==> src/rtl/y_drop_controller.sv <==
// Vertical-position engine for the falling tower block: auto-drop, landing, floor tracking, full flag.
// Optional accelerated drop is enabled by defining Y_FAST_DROP_EN (adds the fast_drop_i port).
//   state      | meaning
//   ST_IDLE    | waiting for start/load
//   ST_FALLING | block moving down one STEP per tick
//   ST_FULL    | tower reached the top, frozen until reset
module y_drop_controller #(
  parameter int Y_W      = 7,
  parameter int Y_INIT   = 104,
  parameter int Y_TOP    = 0,
  parameter int BLOCK_H  = 16,
  parameter int STEP     = 1,
  parameter int TICK_DIV = 833333
) (
  input  logic           clk,
  input  logic           resetn,
  input  logic           start_i,
  input  logic           load_i,
  input  logic [Y_W-1:0] new_y_i,
`ifdef Y_FAST_DROP_EN
  input  logic           fast_drop_i,
`endif
  output logic [Y_W-1:0] curr_y_o,
  output logic [Y_W-1:0] floor_y_o,
  output logic           falling_o,
  output logic           landed_o,
  output logic           full_o
);

  localparam logic [1:0] ST_IDLE    = 2'd0;
  localparam logic [1:0] ST_FALLING = 2'd1;
  localparam logic [1:0] ST_FULL    = 2'd2;

  localparam int CNT_W    = (TICK_DIV > 1) ? $clog2(TICK_DIV) : 1;
  localparam int FAST_DIV = ((TICK_DIV / 4) >= 1) ? (TICK_DIV / 4) : 1;

  // Two guard bits: one for carry on curr_y+STEP, one sign bit for target-BLOCK_H.
  localparam int W = Y_W + 2;
  localparam logic signed [W-1:0] BLOCK_H_S = W'(BLOCK_H);
  localparam logic signed [W-1:0] STEP_S    = W'(STEP);
  localparam logic signed [W-1:0] Y_TOP_S   = W'(Y_TOP);

  logic [1:0]       state_q, state_d;
  logic [CNT_W-1:0] cnt_q, cnt_d;
  logic [CNT_W-1:0] period_m1;
  logic [Y_W-1:0]   curr_q, curr_d;
  logic [Y_W-1:0]   floor_q, floor_d;
  logic             falling_q;
  logic             landed_q, landed_d;
  logic             full_q, full_d;
  logic             tick;

  logic signed [W-1:0] target_s;
  logic signed [W-1:0] next_y_s;
  logic signed [W-1:0] above_s;
  logic signed [W-1:0] new_y_s;

`ifdef Y_FAST_DROP_EN
  assign period_m1 = fast_drop_i ? CNT_W'(FAST_DIV - 1) : CNT_W'(TICK_DIV - 1);
`else
  assign period_m1 = CNT_W'(TICK_DIV - 1);
`endif

  // >= rather than == so a shortened period mid-count fires on the next edge.
  assign tick = (cnt_q >= period_m1);

  assign target_s = $signed({2'b00, floor_q}) - BLOCK_H_S;
  assign next_y_s = $signed({2'b00, curr_q}) + STEP_S;
  assign above_s  = target_s - BLOCK_H_S;
  assign new_y_s  = $signed({2'b00, new_y_i});

  always_comb begin
    state_d  = state_q;
    cnt_d    = cnt_q;
    curr_d   = curr_q;
    floor_d  = floor_q;
    landed_d = 1'b0;
    full_d   = full_q;

    case (state_q)
      ST_IDLE: begin
        if (start_i) begin
          curr_d  = Y_W'(Y_TOP);
          cnt_d   = '0;
          state_d = ST_FALLING;
        end else if (load_i) begin
          curr_d = (new_y_s < target_s) ? new_y_i : target_s[Y_W-1:0];
        end
      end

      ST_FALLING: begin
        if (tick) begin
          cnt_d = '0;
          if (next_y_s < target_s) begin
            curr_d = next_y_s[Y_W-1:0];
          end else begin
            curr_d   = target_s[Y_W-1:0];
            floor_d  = target_s[Y_W-1:0];
            landed_d = 1'b1;
            if (above_s < Y_TOP_S) begin
              full_d  = 1'b1;
              state_d = ST_FULL;
            end else begin
              state_d = ST_IDLE;
            end
          end
        end else begin
          cnt_d = cnt_q + CNT_W'(1);
        end
      end

      ST_FULL: begin
        state_d = ST_FULL;
      end

      default: begin
        state_d = ST_IDLE;
      end
    endcase
  end

  always_ff @(posedge clk) begin
    if (!resetn) begin
      state_q   <= ST_IDLE;
      cnt_q     <= '0;
      curr_q    <= Y_W'(Y_TOP);
      floor_q   <= Y_W'(Y_INIT);
      falling_q <= 1'b0;
      landed_q  <= 1'b0;
      full_q    <= 1'b0;
    end else begin
      state_q   <= state_d;
      cnt_q     <= cnt_d;
      curr_q    <= curr_d;
      floor_q   <= floor_d;
      falling_q <= (state_d == ST_FALLING);
      landed_q  <= landed_d;
      full_q    <= full_d;
    end
  end

  assign curr_y_o  = curr_q;
  assign floor_y_o = floor_q;
  assign falling_o = falling_q;
  assign landed_o  = landed_q;
  assign full_o    = full_q;

endmodule
==> config.mk <==
export PLATFORM = sky130hd
export DESIGN_NAME = y_drop_controller
export DESIGN_NICKNAME = d
export VERILOG_FILES = /design/src/rtl/y_drop_controller.sv
export SDC_FILE = /design/constraint.sdc
export NUM_CORES = 1
export LEC_CHECK = 0
export ABC_AREA = 1
export CORE_MARGIN = 1.5
export CORE_UTILIZATION = 56
export CTS_CLUSTER_DIAMETER = 80
export DETAILED_ROUTE_END_ITERATION = 8
export GPL_TIMING_DRIVEN = 0
export PLACE_DENSITY_LB_ADDON = 0.08
export SYNTH_ARGS = -nofsm -noshare
export SYNTH_HDL_FRONTEND = slang
export SYNTH_SLANG_ARGS = --single-unit
==> constraint.sdc <==
create_clock -name clk -period 2.65 [get_ports clk]
set_input_delay 0.265 -clock clk [delete_from_list [all_inputs] [get_ports clk]]
set_output_delay 0.265 -clock clk [all_outputs]
set_load 0.01 [all_outputs]
==> results.toml <==
[status]
status = "finished clean"

[cts]
cts_max_level = 2
clock_path_buffers = 2
clk_pin_slew_worst_paths_ns = 0.07
cts_setup_buffers = 0
ctsRootBufferMaster = "clkbuf_8"
cts_tree = "yes"
cts-buffers-inserted = 5
clkSinkCount = 35
clk_latency_ns = 0.29

[global_routing]
grt_max_degree = 11
grt_pass1_vias = 2057
track_usage_pct = 24.7
grt_pass1_wl_um = 8690
overflow = 0
antenna_found_initial = 0

[final_layout]
area_delta_synth_final_pct = 17.9
mostFrequentLayoutCell = "nand2_1"
final_cell_mix = "nand2_1, inv_1, nor2_1, dfxtp_1, nand3_1"
final_area_um2 = 2790
regArea_um2 = 704
multi_input_area_um2 = 1420
drive_above_1_share_pct = 13.4
n_antenna_cell = 0
fillers = 375
fin_nets = 418
post_layout_nonfiller_instances = 447

[critical_path]
cp_max_fo = 7
cp_cell_sequence = "ha_1 -> nand2_1 -> nor2_1 -> nand2_1 -> xor2_2 -> inv_1 -> ha_1 -> a21oi_1 -> and2_1 -> nand2_1 -> inv_2 -> nand2_4 -> nand2_1 -> o21ai_0 -> inv_1"
critical_path.top_delay_family = "simple AND/OR/NAND/NOR gates"
start_kind = "register"
cpMostUsedCell = "nand2_1"
end_kind = "register"
crit_type = "reg2reg"
critical_path.slowest_cell = "dfxtp_2"
ff2ff_path_depth = 15
cp.arrival_ns = 2.54
cp.depth = 15
cp_num_buf_inv = 3
required_ns = 2.83
cp_slowest_stage_delay_ns = 0.40

[synth]
synth_warnings = 0
yosys.area.top_type = "dfxtp_1"
synth_area_leaders = "dfxtp_1, nand2_1, inv_1, nor2_1, ha_1"
avgSynthCellArea_um2 = 6.49
synthFlopType = "dfxtp_1"
seq_area_frac_synth_pct = 29.6
synthArstFlopShare_pct = 0
synth_seq_cells = 35
netlist_instances = 364
synth_top_area_share_pct = 29.6
yosys.cell_types.count = 32
syn_area_um2 = 2360
synth_edf_count = 0

[floorplan]
row_count = 23
core_um2 = 4030
start_util_pct = 58.7
num_io_pins = 28
die-area_um2 = 4620
die_width_um = 68.0
die_h_um = 68.0

[run]
cap_violations = 0

[power_and_ir_drop]
finalPower_mw = 1.19
powerDensity_nw_per_um2 = 425
p_leak_nw = 1.27
peakVddDrop_uv = 314

[detailed_routing]
vias_per_cell = 5.10
drt_iter0_drc = 107
wl_um = 5270
drc = 0
num_vias = 2281
postRouteAntennaNets = 0
wire_per_inst_um = 11.8
dr.pass1.iters = 4

[placement]
hpwl_um = 3930
gp_congestion = 0.878
place_area_um2 = 2660
dpl_worst_slack_ns = -0.00512
io_buffers = 23
dp.cells = 439

[sta]
tns_ns = 0
timing.final.ws_setup_ns = 0.285
rsz0062_at_grt = "no"
setup-violations-final = 0
maxSlewViolCount = 0
finalCritPeriodShare_pct = 89.3
fin_crit_ns = 2.37
fmax_mhz = 423
hold_viol = 0
fin_skew_ns = 0.00793

[min_path]
hp-class = "reg2reg"
whs_path_depth = 2
==> where the power goes <==
part / internal [mW] / switching [mW] / leakage, nW
Combinational: 0.0827 / 0.108 / 0.937
Clock: 0.237 / 0.197 / 0.0515
Sequential: 0.541 / 0.0188 / 0.286
Total: 0.861 / 0.324 / 1.27
==> worst paths after layout <==
| kind | to | slack (ns) | start |
|---|---|---|---|
| worst max register to register | falling_o | 0.28 | curr_y_o[0] |
| worst min register to register | full_o | 0.45 | full_o |
| worst max-delay path | falling_o | 0.28 | curr_y_o[0] |
| worst min-delay path | full_o | 0.45 | full_o |
==> layer usage <==
layer | share of wire [%] | global-route usage (%)
met1 | 47 | 28.2
met2 | 49 | 45.8
met4 | 1.2 | 7.75
met3 | 3.0 | 5.10
met5 | 0 | 0
==> per-stage QoR <==
stage	util [%]	hold WS, ns
floorplan	-	0.416
global placement	66.1	0.440
detailed placement	66.1	0.440
CTS	68.8	0.451
global route	69.2	0.503
finish	69.2	0.450
==> cells in the mapped netlist (all sizes together), types with 2 or more instances <==
cell,number
dfxtp,35
nand3,29
o21ai,15
nand2,107
xnor2,2
o211ai,2
inv,54
conb,2
buf,8
nor2,54
ha,11
nor3,3
or2,2
a21oi,12
xor2,9
nand4,12
==> registers in the layout, indices dropped and copies added (netlist names) <==
signal	flops
cnt_q	20
curr_y_o	7
landed_o	1
falling_o	1
floor_y_o	3
state_q	2
full_o	1
==> worst register-to-register path, cell delays in order, from the launching register on <==
cell	delay, ns
dfxtp_2	0.40
ha_1	0.20
nand2_1	0.09
nor2_1	0.11
nand2_1	0.08
xor2_2	0.15
inv_1	0.06
ha_1	0.29
a21oi_1	0.06
and2_1	0.13
nand2_1	0.09
inv_2	0.07
nand2_4	0.11
nand2_1	0.07
o21ai_0	0.26
inv_1	0.08
==> cells by family (layout without fill, tap and decap cells) <==
| group | after synthesis | after routing | share of synthesized area, % |
|---|---|---|---|
| compound gates | 32 | 32 | 8.26 |
| buf+inv | 63 | 94 | 11.4 |
| other cells | 2 | 4 | 0.318 |
| simple gates | 210 | 210 | 40.5 |
| xor+xnor | 11 | 11 | 4.08 |
| fa+ha+maj | 11 | 11 | 5.82 |
| flops | 35 | 35 | 29.6 |
==> layout make-up <==
type | instances | area share (%)
inverters | 54 | 7.27
multi-input cells | 268 | 51.0
repair buffers | 23 | 8.26
well taps | 50 | 2.24
flip-flops and latches | 35 | 25.3
clock buffers | 8 | 3.59
plain buffers | 9 | 2.38
==> timing repair <==
item	CTS	global route
endpoints found under the setup margin	3	14
hold buffers	0	0
hold endpoints to repair	0	0
gates resized for setup	1	5
No activity file was read; power rests on OpenSTA's default activity.
